[config.mk]
export PLATFORM = sky130hd
export DESIGN_NAME = mem_access_flat
export DESIGN_NICKNAME = d
export VERILOG_FILES = /design/src/rtl/mem_access_if.sv /design/src/rtl/mem_access.sv /design/src/flat_wrapper.sv
export SDC_FILE = /design/constraint.sdc
export NUM_CORES = 1
export LEC_CHECK = 0
export BUFFER_PORTS_ARGS = -buffer_cell sky130_fd_sc_hd__buf_4
export CORE_MARGIN = 3
export CORE_UTILIZATION = 40
export CTS_BUF_LIST = sky130_fd_sc_hd__clkbuf_4
export CTS_CLUSTER_SIZE = 16
export DETAILED_ROUTE_END_ITERATION = 7
export PLACE_DENSITY = 0.69
export SETUP_SLACK_MARGIN = 0.5
export SYNTH_ARGS = -nofsm -noshare
export SYNTH_HDL_FRONTEND = slang
export SYNTH_SLANG_ARGS = --single-unit
[constraint.sdc]
create_clock -name clk -period 5.2 [get_ports clk]
set_clock_uncertainty 0.15 [all_clocks]
set_input_delay 0 -clock clk [delete_from_list [all_inputs] [get_ports clk]]
set_output_delay 0 -clock clk [all_outputs]
set_load 0.05 [all_outputs]
[src/rtl/mem_access_if.sv]
// MEM-stage bundle: EX-side memory op in, data-RAM request/ready bus, WB result out.
// Latency: n/a (signal bundle only).
// Backpressure: stall_req travels back to EX; ram_ready completes a RAM access.
//
// Ports (slave = the MEM stage itself, master = its surroundings):
//   EX side : ex_valid, mem_*_in, result_in, reg_write_*_in, current_pc_addr_in,
//             stall_req, mem_load_flag
//   RAM side: ram_en, ram_write_en, ram_addr, ram_write_data, ram_ready, ram_read_data
//   WB side : wb_valid, result_out, reg_write_*_out, current_pc_addr_out,
//             misalign_flag, bus_error_flag
interface mem_access_if;
    logic        ex_valid;
    logic        mem_read_flag_in;
    logic        mem_write_flag_in;
    logic        mem_sign_ext_flag_in;
    logic [3:0]  mem_sel_in;
    logic [31:0] mem_write_data_in;
    logic [31:0] result_in;
    logic        reg_write_en_in;
    logic [4:0]  reg_write_addr_in;
    logic [31:0] current_pc_addr_in;
    logic        stall_req;
    logic        mem_load_flag;
    logic        ram_en;
    logic [3:0]  ram_write_en;
    logic [31:0] ram_addr;
    logic [31:0] ram_write_data;
    logic        ram_ready;
    logic [31:0] ram_read_data;
    logic        wb_valid;
    logic [31:0] result_out;
    logic        reg_write_en_out;
    logic [4:0]  reg_write_addr_out;
    logic [31:0] current_pc_addr_out;
    logic        misalign_flag;
    logic        bus_error_flag;

    modport slave (
        input  ex_valid, mem_read_flag_in, mem_write_flag_in, mem_sign_ext_flag_in,
               mem_sel_in, mem_write_data_in, result_in, reg_write_en_in,
               reg_write_addr_in, current_pc_addr_in, ram_ready, ram_read_data,
        output stall_req, mem_load_flag, ram_en, ram_write_en, ram_addr, ram_write_data,
               wb_valid, result_out, reg_write_en_out, reg_write_addr_out,
               current_pc_addr_out, misalign_flag, bus_error_flag
    );

    modport master (
        output ex_valid, mem_read_flag_in, mem_write_flag_in, mem_sign_ext_flag_in,
               mem_sel_in, mem_write_data_in, result_in, reg_write_en_in,
               reg_write_addr_in, current_pc_addr_in, ram_ready, ram_read_data,
        input  stall_req, mem_load_flag, ram_en, ram_write_en, ram_addr, ram_write_data,
               wb_valid, result_out, reg_write_en_out, reg_write_addr_out,
               current_pc_addr_out, misalign_flag, bus_error_flag
    );
endinterface

[src/rtl/mem_access.sv]
// MEM stage: lane-aligns stores, extends loads, retires a registered bundle to WB.
// Latency: 1 cycle for non-memory/misaligned ops, 1 cycle after ram_ready for RAM ops.
// Backpressure: stall_req while a RAM access waits for ram_ready; BUS_TIMEOUT aborts it.
//
// Ports: clk, rst (synchronous, active high), bus (mem_access_if.slave: EX bundle in,
// RAM request/ready bus, WB bundle out). Only stall_req and mem_load_flag are combinational.
module mem_access #(
    parameter int BUS_TIMEOUT = 255
) (
    input  logic         clk,
    input  logic         rst,
    mem_access_if.slave  bus
);
    // Counter only has to reach BUS_TIMEOUT-1 before the abort fires.
    localparam int CW = (BUS_TIMEOUT < 2) ? 1 : $clog2(BUS_TIMEOUT);

    typedef enum logic {IDLE, BUSY} state_t;

    typedef struct packed {
        logic [31:0] addr;
        logic        is_load;
        logic        is_store;
        logic        sext;
        logic [3:0]  sel;
        logic        reg_we;
        logic [4:0]  reg_addr;
        logic [31:0] pc;
    } acc_t;

    typedef struct packed {
        logic [31:0] result;
        logic        reg_we;
        logic [4:0]  reg_addr;
        logic [31:0] pc;
        logic        misalign;
        logic        bus_err;
    } wb_t;

    state_t      state_q, state_d;
    acc_t        acc_q;
    logic [CW-1:0] to_cnt_q;
    logic        wb_vld_q;
    wb_t         wb_q;
    logic        pend_vld_q;
    wb_t         pend_q;
    logic        ram_en_q;
    logic [3:0]  ram_we_q;
    logic [31:0] ram_addr_q;
    logic [31:0] ram_wdata_q;

    logic        stall;
    logic        accept;
    logic [1:0]  in_off;
    logic        in_mem;
    logic        in_mis;
    logic        start_mem;
    logic        new_ret;
    logic        old_ret;
    logic        timeout;
    logic        to_pend;
    wb_t         new_wb;
    wb_t         old_wb;
    logic [31:0] lane;
    logic [31:0] load_val;

    always_ff @(posedge clk) begin
        if (rst) begin
            state_q <= IDLE;
        end else begin
            state_q <= state_d;
        end
    end

    always_comb begin
        stall     = (state_q == BUSY) && !bus.ram_ready;
        accept    = bus.ex_valid && !stall;
        in_off    = bus.result_in[1:0];
        in_mem    = bus.mem_read_flag_in || bus.mem_write_flag_in;
        in_mis    = ((bus.mem_sel_in == 4'b0011) && in_off[0]) ||
                    ((bus.mem_sel_in == 4'b1111) && (in_off != 2'b00));
        start_mem = accept && in_mem && !in_mis;
        new_ret   = accept && (!in_mem || in_mis);
        timeout   = (state_q == BUSY) && !bus.ram_ready &&
                    (to_cnt_q == CW'(BUS_TIMEOUT - 1));
        old_ret   = (state_q == BUSY) && (bus.ram_ready || timeout);

        // Retirement produced directly by the op being accepted now.
        new_wb.result   = bus.result_in;
        new_wb.reg_we   = in_mem ? 1'b0 : bus.reg_write_en_in;
        new_wb.reg_addr = bus.reg_write_addr_in;
        new_wb.pc       = bus.current_pc_addr_in;
        new_wb.misalign = in_mem && in_mis;
        new_wb.bus_err  = 1'b0;

        // Load extraction from the addressed lane.
        lane = bus.ram_read_data >> {acc_q.addr[1:0], 3'b000};
        case (acc_q.sel)
            4'b0001: load_val = acc_q.sext ? {{24{lane[7]}}, lane[7:0]}   : {24'h0, lane[7:0]};
            4'b0011: load_val = acc_q.sext ? {{16{lane[15]}}, lane[15:0]} : {16'h0, lane[15:0]};
            default: load_val = lane;
        endcase

        // Retirement of the outstanding RAM access (completion or abort).
        old_wb.result   = (acc_q.is_load && !timeout) ? load_val : acc_q.addr;
        old_wb.reg_we   = acc_q.reg_we && !acc_q.is_store && !timeout;
        old_wb.reg_addr = acc_q.reg_addr;
        old_wb.pc       = acc_q.pc;
        old_wb.misalign = 1'b0;
        old_wb.bus_err  = timeout;

        // A non-memory or misaligned op accepted on the ram_ready cycle would retire on the
        // same edge as the finishing access; it is parked for one cycle in pend_q. The slot
        // drains every edge, so it never holds more than one bundle.
        to_pend = new_ret && (pend_vld_q || old_ret);

        state_d = state_q;
        case (state_q)
            IDLE: if (start_mem) state_d = BUSY;
            BUSY: if (old_ret)   state_d = start_mem ? BUSY : IDLE;
            default:             state_d = IDLE;
        endcase
    end

    always_ff @(posedge clk) begin
        if (rst) begin
            acc_q       <= '0;
            to_cnt_q    <= '0;
            wb_vld_q    <= 1'b0;
            wb_q        <= '0;
            pend_vld_q  <= 1'b0;
            pend_q      <= '0;
            ram_en_q    <= 1'b0;
            ram_we_q    <= '0;
            ram_addr_q  <= '0;
            ram_wdata_q <= '0;
        end else begin
            if (state_q == BUSY && !bus.ram_ready && !timeout) begin
                to_cnt_q <= to_cnt_q + 1'b1;
            end else begin
                to_cnt_q <= '0;
            end

            // Oldest retirement first: parked bundle, then the RAM access, then the new op.
            if (pend_vld_q) begin
                wb_vld_q <= 1'b1;
                wb_q     <= pend_q;
            end else if (old_ret) begin
                wb_vld_q <= 1'b1;
                wb_q     <= old_wb;
            end else if (new_ret) begin
                wb_vld_q <= 1'b1;
                wb_q     <= new_wb;
            end else begin
                wb_vld_q <= 1'b0;
            end

            pend_vld_q <= to_pend;
            if (to_pend) begin
                pend_q <= new_wb;
            end

            if (start_mem) begin
                acc_q.addr     <= bus.result_in;
                acc_q.is_load  <= bus.mem_read_flag_in && !bus.mem_write_flag_in;
                acc_q.is_store <= bus.mem_write_flag_in;
                acc_q.sext     <= bus.mem_sign_ext_flag_in;
                acc_q.sel      <= bus.mem_sel_in;
                acc_q.reg_we   <= bus.reg_write_en_in;
                acc_q.reg_addr <= bus.reg_write_addr_in;
                acc_q.pc       <= bus.current_pc_addr_in;
                ram_en_q       <= 1'b1;
                ram_addr_q     <= {bus.result_in[31:2], 2'b00};
                ram_we_q       <= bus.mem_write_flag_in ? (bus.mem_sel_in << in_off) : 4'b0000;
                ram_wdata_q    <= bus.mem_write_data_in << {in_off, 3'b000};
            end else if (old_ret) begin
                ram_en_q <= 1'b0;
            end
        end
    end

    assign bus.stall_req           = stall;
    assign bus.mem_load_flag       = (state_q == BUSY) && acc_q.is_load;
    assign bus.ram_en              = ram_en_q;
    assign bus.ram_write_en        = ram_we_q;
    assign bus.ram_addr            = ram_addr_q;
    assign bus.ram_write_data      = ram_wdata_q;
    assign bus.wb_valid            = wb_vld_q;
    assign bus.result_out          = wb_q.result;
    assign bus.reg_write_en_out    = wb_q.reg_we;
    assign bus.reg_write_addr_out  = wb_q.reg_addr;
    assign bus.current_pc_addr_out = wb_q.pc;
    assign bus.misalign_flag       = wb_q.misalign;
    assign bus.bus_error_flag      = wb_q.bus_err;
endmodule

[src/flat_wrapper.sv]
// flat-port wrapper written by rule: the top's interface ports become plain ports
module mem_access_flat 
#(
    parameter int BUS_TIMEOUT = 255
)
  (clk, rst, bus_ex_valid, bus_mem_read_flag_in, bus_mem_write_flag_in, bus_mem_sign_ext_flag_in, bus_mem_sel_in, bus_mem_write_data_in, bus_result_in, bus_reg_write_en_in, bus_reg_write_addr_in, bus_current_pc_addr_in, bus_ram_ready, bus_ram_read_data, bus_stall_req, bus_mem_load_flag, bus_ram_en, bus_ram_write_en, bus_ram_addr, bus_ram_write_data, bus_wb_valid, bus_result_out, bus_reg_write_en_out, bus_reg_write_addr_out, bus_current_pc_addr_out, bus_misalign_flag, bus_bus_error_flag);
  mem_access_if bus_i ();
  input  logic clk;
  input  logic rst;
  input wire logic [$bits(bus_i.ex_valid)-1:0] bus_ex_valid;
  input wire logic [$bits(bus_i.mem_read_flag_in)-1:0] bus_mem_read_flag_in;
  input wire logic [$bits(bus_i.mem_write_flag_in)-1:0] bus_mem_write_flag_in;
  input wire logic [$bits(bus_i.mem_sign_ext_flag_in)-1:0] bus_mem_sign_ext_flag_in;
  input wire logic [$bits(bus_i.mem_sel_in)-1:0] bus_mem_sel_in;
  input wire logic [$bits(bus_i.mem_write_data_in)-1:0] bus_mem_write_data_in;
  input wire logic [$bits(bus_i.result_in)-1:0] bus_result_in;
  input wire logic [$bits(bus_i.reg_write_en_in)-1:0] bus_reg_write_en_in;
  input wire logic [$bits(bus_i.reg_write_addr_in)-1:0] bus_reg_write_addr_in;
  input wire logic [$bits(bus_i.current_pc_addr_in)-1:0] bus_current_pc_addr_in;
  input wire logic [$bits(bus_i.ram_ready)-1:0] bus_ram_ready;
  input wire logic [$bits(bus_i.ram_read_data)-1:0] bus_ram_read_data;
  output wire logic [$bits(bus_i.stall_req)-1:0] bus_stall_req;
  output wire logic [$bits(bus_i.mem_load_flag)-1:0] bus_mem_load_flag;
  output wire logic [$bits(bus_i.ram_en)-1:0] bus_ram_en;
  output wire logic [$bits(bus_i.ram_write_en)-1:0] bus_ram_write_en;
  output wire logic [$bits(bus_i.ram_addr)-1:0] bus_ram_addr;
  output wire logic [$bits(bus_i.ram_write_data)-1:0] bus_ram_write_data;
  output wire logic [$bits(bus_i.wb_valid)-1:0] bus_wb_valid;
  output wire logic [$bits(bus_i.result_out)-1:0] bus_result_out;
  output wire logic [$bits(bus_i.reg_write_en_out)-1:0] bus_reg_write_en_out;
  output wire logic [$bits(bus_i.reg_write_addr_out)-1:0] bus_reg_write_addr_out;
  output wire logic [$bits(bus_i.current_pc_addr_out)-1:0] bus_current_pc_addr_out;
  output wire logic [$bits(bus_i.misalign_flag)-1:0] bus_misalign_flag;
  output wire logic [$bits(bus_i.bus_error_flag)-1:0] bus_bus_error_flag;
  assign bus_i.ex_valid = bus_ex_valid;
  assign bus_i.mem_read_flag_in = bus_mem_read_flag_in;
  assign bus_i.mem_write_flag_in = bus_mem_write_flag_in;
  assign bus_i.mem_sign_ext_flag_in = bus_mem_sign_ext_flag_in;
  assign bus_i.mem_sel_in = bus_mem_sel_in;
  assign bus_i.mem_write_data_in = bus_mem_write_data_in;
  assign bus_i.result_in = bus_result_in;
  assign bus_i.reg_write_en_in = bus_reg_write_en_in;
  assign bus_i.reg_write_addr_in = bus_reg_write_addr_in;
  assign bus_i.current_pc_addr_in = bus_current_pc_addr_in;
  assign bus_i.ram_ready = bus_ram_ready;
  assign bus_i.ram_read_data = bus_ram_read_data;
  assign bus_stall_req = bus_i.stall_req;
  assign bus_mem_load_flag = bus_i.mem_load_flag;
  assign bus_ram_en = bus_i.ram_en;
  assign bus_ram_write_en = bus_i.ram_write_en;
  assign bus_ram_addr = bus_i.ram_addr;
  assign bus_ram_write_data = bus_i.ram_write_data;
  assign bus_wb_valid = bus_i.wb_valid;
  assign bus_result_out = bus_i.result_out;
  assign bus_reg_write_en_out = bus_i.reg_write_en_out;
  assign bus_reg_write_addr_out = bus_i.reg_write_addr_out;
  assign bus_current_pc_addr_out = bus_i.current_pc_addr_out;
  assign bus_misalign_flag = bus_i.misalign_flag;
  assign bus_bus_error_flag = bus_i.bus_error_flag;
  mem_access #(.BUS_TIMEOUT(BUS_TIMEOUT)) u_core (.clk(clk), .rst(rst), .bus(bus_i));
endmodule
**Word-level counts from Yosys, hierarchy flattened**

Index checks and enable logic that the tools add are counted.

- Word-level logic and storage cells: 88
- Latch bits: 0
- RAM bits: 0
- Flip-flop bits (word level): 298
- Memories: 0
- Output and inout bits: 144
- Bits in read-only memories: 0

- Divide/modulo/power cells: 0
- Eq/ne operators: 5
- Reductions and logical operators: 33
- $lt $le $gt $ge: 0
- Muxes and demuxes: 17
- Bitwise logic cells: 2
- Shifts and indexed selects: 3
- Multipliers: 0
- Add/subtract/negate cells: 1

Operators by type and width:

| operator | number |
|---|---|
| 2-to-1 mux 72 bit | 3 |
| 2-to-1 mux 32 bit | 3 |
| one-hot mux 32 bit (2 select lines) | 1 |
| << shifter 32 x 5 -> 32 bit | 1 |
| >> shifter 32 x 5 -> 32 bit | 1 |
| logical AND 1 bit | 17 |
| adder 8 x 1 -> 8 bit, second input constant | 1 |
| == test 4 x 2 -> 1 bit, second input constant | 2 |
| == test 8 bit, second input constant | 1 |
| 2-to-1 mux 1 bit | 8 |
| zero test 1 bit | 7 |
| logical OR 1 bit | 5 |
| == test 4 x 1 -> 1 bit, second input constant | 1 |
| == test 4 bit, second input constant | 1 |
| 2-to-1 mux 4 bit | 1 |
| nonzero test 2 bit | 2 |
| << shifter 4 x 2 -> 4 bit | 1 |
| nonzero test 3 bit | 1 |
| inverter 1 bit | 2 |
| one-hot mux 1 bit (2 select lines) | 1 |
| OR reduction 2 bit | 1 |

**Depth between registers and ports, before layout**

- Word-level depth: 9
- Depth in mapped cells: 9

**Worst setup path before layout**

Ideal clock, no wire load.

- Path type: register to register
- From: reg u_core.acc_q[44] (netlist name)
- To: reg u_core.wb_q, in the netlist u_core.bus.result_out[30]
- Required time: 4.971 ns
- Setup time: 0.079 ns
- Path slack: 3.093 ns
- Stages on the path, launching flop included: 7
- Buffers on the path: 2
- Arrival time: 1.878 ns
- Clock period less this slack: 2.107 ns
- Path through: dfxtp_1 -> and2_1 -> and3_1 -> clkbuf_1 -> clkbuf_1 -> o221ai_1 -> o211ai_1

- Longest elaborated chain between the ends: 4

Ends and longest elaborated chain:

| element | RTL line | RTL |
|---|---|---|
| start: declaration | mem_access.sv:40 | `acc_t acc_q;` |
| logical AND 1 bit | mem_access.sv:104 | `old_wb.result = (acc_q.is_load && !timeout) ? load_val : acc_q.addr;` |
| 2-to-1 mux 32 bit | mem_access.sv:104 |  |
| 2-to-1 mux 72 bit | mem_access.sv:147 | `end else if (old_ret) begin` |
| 2-to-1 mux 72 bit | mem_access.sv:144 | `if (pend_vld_q) begin` |
| end signal: assignment | mem_access.sv:146 | `wb_q <= pend_q;` |
| end signal: assignment | mem_access.sv:149 | `wb_q <= old_wb;` |
| end signal: assignment | mem_access.sv:152 | `wb_q <= new_wb;` |
| end: declaration | mem_access.sv:43 | `wb_t wb_q;` |

No other way between the ends.
A chain may end at the register's enable or synchronous reset.

**Final worst setup path**

- From: reg u_core.to_cnt_q[0]
- To: reg u_core.pend_q[62] (netlist name)

- Longest elaborated chain between the ends: 6

Ends and longest elaborated chain:

| element | RTL line | RTL |
|---|---|---|
| start: declaration | mem_access.sv:41 | `logic [CW-1:0] to_cnt_q;` |
| start signal: assignment | mem_access.sv:138 | `to_cnt_q <= to_cnt_q + 1'b1;` |
| == test 8 bit | mem_access.sv:84 | `(to_cnt_q == CW'(BUS_TIMEOUT - 1));` |
| logical AND 1 bit | mem_access.sv:83 | `timeout = (state_q == BUSY) && !bus.ram_ready &&` |
| logical OR 1 bit | mem_access.sv:85 | `old_ret = (state_q == BUSY) && (bus.ram_ready \|\| timeout);` |
| logical AND 1 bit | mem_access.sv:85 |  |
| logical OR 1 bit | mem_access.sv:114 | `to_pend = new_ret && (pend_vld_q \|\| old_ret);` |
| logical AND 1 bit | mem_access.sv:114 |  |
| end signal: assignment | mem_access.sv:159 | `pend_q <= new_wb;` |
| end: declaration | mem_access.sv:45 | `wb_t pend_q;` |

No other way between the ends.

==> summary.md <==
| Metric | Value |
|---|---|
| Run status | `finished, final reports clean` |
| Mux cell area share after synthesis | `0.08217` |
| RSZ-0062 raised after global routing | `no` |
| Drt initial violations | `949` |
| Largest stage delay, worst path | `810 ps` |
| Worst EP arrival | `4010 ps` |
| CTS tree | `done` |
| Startpoint Class | `register` |
| Nets@finish | `2110` |
| Core area | `29870 um2` |
| Internal power | `3.718 mW` |
| Drt pass-1 iters | `5` |
| Buf/Inv on CP | `3` |
| Inserted Clock Buffers | `76` |
| Tot Pwr | `5.368 mW` |
| Synth top area share | `0.4388` |
| RePlAce Congestion | `0.8904` |
| Crit Reg-Reg Endpoint | `u_core.pend_q[62]` |
| Global-route wire length before repair | `68880 um` |
| Most used flip-flop cell after synthesis | `dfxtp_1` |
| Post-synth EDFFs | `0` |
| NetSw | `1.650 mW` |
| GRT Overall Usage | `0.2563` |
| Initial antenna violation count | `4` |
| Clock Power Share | `0.377` |
| Sink Count | `268` |
| Sequential power share | `0.415` |
| Post-route setup TNS | `0 ps` |
| Final critical-path share of the clock period | `0.6886` |
| Worst-margin pin slew | `1213 ps` |
| Vias in the first global route | `12870` |
| Gate Count Post-Synth | `1486` |
| Cts repair resizes | `0` |
| Post-DR wirelength/cell | `18.26 um` |
| Leakage | `7.136 nW` |
| Compound-gate portion of the synthesized area | `0.2121` |
| Root Buffer | `clkbuf_4` |
| Main combinational cell family by area after synthesis | `compound AO/OA/AOI/OAI gates` |
| R2R depth | `9` |
| Vias per cell | `5.373` |
| Yosys warns | `0` |
| # setup viols final | `0` |
| Simple-gate share of the synthesized area | `0.1919` |
| Reg-to-reg startpoint | `u_core.to_cnt_q[0]` |
| Sw Share | `0.3074` |
| Die area | `32700 um2` |
| Synthesized cell area | `12230 um2` |
| Initial core utilization | `0.4093` |
| Area contributors post-synth | `dfxtp_1 (44%), nand2_1 (12%), a21oi_1 (7.3%)` |
| Max Fclk | `279.3 MHz` |
| DRC Markers | `0` |
| IO Count | `289` |
| Post-synth top area cell | `dfxtp_1` |
| Critical Path RT | `5630 ps` |
| Post-Synth XOR/XNOR Area | `0.004298` |
| # Max-Cap Violations | `0` |
| Row count | `63` |
| Area growth, synth to finish | `44.96%` |
| Final worst path period need | `3581 ps` |
| Sequential share of the synthesized area | `0.4388` |
| Pwr Density | `302.8 nW/um2` |
| Post-synth cell types | `63` |
| Final HPWL DP | `26270 um` |
| Via count | `12970` |
| Slowest CP cell | `o21ai_2` |
| Logic pwr share | `0.209` |
| H-Tree Level Count | `3` |
| Critical path peak fanout | `53` |
| Asr flop ratio synth | `0` |
| Die Ht | `180.8 um` |
| Syn_area_per_cell | `8.229 um2` |
| CP top delay family | `compound AO/OA/AOI/OAI gates` |
| Max IR drop VDD | `0.2026 mV` |
| Final Max Slew Viols | `0` |
| Crit. End Element | `register` |
| Clk buf depth | `3` |
| IO buf count | `286` |
| Grt ovf | `0` |
| WP depth | `9` |
| Type of the worst setup path | `reg -> reg` |
| Flops & latches, synth | `268` |
| Slew margin rel. | `0.1911` |
| CP cell instances | `inv_1 -> ha_1 -> nand4_1 -> o21ai_2 -> o211ai_4 -> buf_4 -> nand2_1 -> a21oi_1 -> dlygate4sd3_1` |
| Crit. Startpoint | `u_core.to_cnt_q[0]` |
| Fin. Hold Viols | `0` |
| Antenna-violating nets left | `0` |
| Largest net degree at the start of global routing | `105` |
| Layout cells sized above 1 | `0.2260` |
| Clock Pin Slew Worst Setup and Hold Paths | `60 ps` |
| Hold WS | `46.43 ps` |
| WL final | `44070 um` |
| Clk_lat worst skew | `700 ps` |
| DIE WIDTH | `180.8 um` |
| Synth Area in Adders | `0.002046` |
| R2R Setup Slk | `1620 ps` |
| CP endpoint | `u_core.pend_q[62]` |
| Worst hold path class | `in -> reg` |
-- sequential cells by signal, indices dropped and copies added (netlist names) --
signal,count
u_core.bus.bus_error_flag,1
u_core.pend_vld_q,1
u_core.pend_q,71
u_core.state_q,1
u_core.bus.current_pc_addr_out,32
u_core.bus.reg_write_addr_out,5
u_core.to_cnt_q,8
u_core.bus.ram_write_data,32
u_core.acc_q,77
u_core.bus.ram_en,1
u_core.bus.result_out,32
u_core.bus.wb_valid,1
u_core.bus.reg_write_en_out,1
u_core.bus.misalign_flag,1
u_core.bus.ram_write_en,4
-- power by group through the flow --
stage	clock, mW	sequential (mW)	combinational (mW)
after CTS	2.06	2.22	1.10
final	2.02	2.23	1.12
after detailed placement	0	2.27	0.944
after floorplan	0	2.45	0.436
after global routing	2.20	2.23	1.19
after global placement	0	2.27	0.935
-- routing by layer --
layer / global-route usage / part of all wire / wire, um / vias up
met1: 0.3092 / 0.40 / 17570 / 6060
li1: - / - / - / 6131
met2: 0.4193 / 0.47 / 20680 / 624
met3: 0.06382 / 0.082 / 3601 / 150
met4: 0.1412 / 0.050 / 2225 / 0
met5: 0 / 0 / 0 / -
-- layout make-up --
type | instances | area (um2)
Tap cell | 390 | 488.0
Sequential cell | 268 | 5369
Clock inverter | 17 | 125.1
Timing Repair Buffer | 551 | 4761
Inverter | 4 | 15.01
Fill cell | 2537 | 12150
Antenna cell | 5 | 12.51
Clock buffer | 116 | 870.8
Multi-Input combinational cell | 1062 | 6085
-- metrics by stage --
step / worst slack (ps) / utilization / std cells / instance area, um2
6_report: 1619 / 0.5933 / 2413 / 17730
5_1_grt: 1446 / 0.5932 / 2412 / 17720
4_1_cts: 1693 / 0.5929 / 2408 / 17710
3_5_place_dp: 1974 / 0.4765 / 2027 / 14230
3_3_place_gp: 2022 / 0.4765 / 2027 / 14230
2_1_floorplan: 3093 / - / 1487 / 12230
-- worst min-delay path, stage by stage --
cell and delay (ps):
dlygate4sd3_1 530, buf_4 110, mux2i_1 50, o211ai_1 160
-- synth_stat cells, drive strengths merged (2+ instances only) --
cell / count
a211o: 7
a211oi: 21
a21oi: 180
a22o: 38
a22oi: 2
a2bb2oi: 2
a311oi: 2
a32o: 2
a32oi: 7
and2: 16
and3: 4
buf: 94
clkbuf: 59
dfxtp: 268
ha: 2
inv: 4
mux2: 9
mux2i: 88
nand2: 389
nand2b: 17
nand3: 17
nand4: 2
nor2: 62
nor2b: 8
nor3: 26
nor3b: 3
o211a: 3
o211ai: 31
o21a: 7
o21ai: 52
o221ai: 16
o311a: 7
o31ai: 9
o32a: 6
or2: 2
or3: 9
xnor2: 3
xor2: 3
-- worst min path at each step --
stage                                         start                         to  slack, ps  cells past startpoint
final                             bus_result_in[22]  u_core.bus.result_out[22]         50                      4
after global routing       bus_reg_write_addr_in[4]          u_core.pend_q[38]         20                      4
after CTS                  bus_reg_write_addr_in[4]          u_core.pend_q[38]        0.6                      4
after detailed placement   bus_reg_write_addr_in[0]           u_core.acc_q[32]        120                      3
after global placement    bus_current_pc_addr_in[1]           u_core.pend_q[3]        110                      3
after floorplan                 bus_reg_write_en_in          u_core.pend_q[39]        -20                      2
-- repair_timing --
item / CTS / global route
endpoints found under the hold margin: 257 / 0
setup buffers: 0 / 0
hold buffers: 248 / 0
-- cells by family (layout without fill, tap and decap cells) --
family	after synthesis	in the layout
and+or+nand+nor	557	557
DFF	268	268
adders and majority gates	2	2
buffers and inverters	157	688
xor gates and xnor gates	6	6
muxes	98	98
AOI/OAI and AO/OA	397	397
other	1	7
-- layout by cell type (no fill, tap or decap), types with 8 or more instances in the layout --
cell type        n
dlygate4sd3_1  248
nand3_1         15
nor3_1          24
nor2_1          61
o221ai_1        16
and2_1          15
a211oi_1        20
buf_4          302
a21oi_1        177
nor2b_1          8
clkinv_1        10
dfxtp_1        267
mux2_2           9
mux2i_1         88
o21ai_0         48
a22o_1          38
o31ai_1          9
nand2b_1        17
o211ai_1        28
clkbuf_4       116
or3_1            9
nand2_1        389
Power figures use the tool's default switching activity.
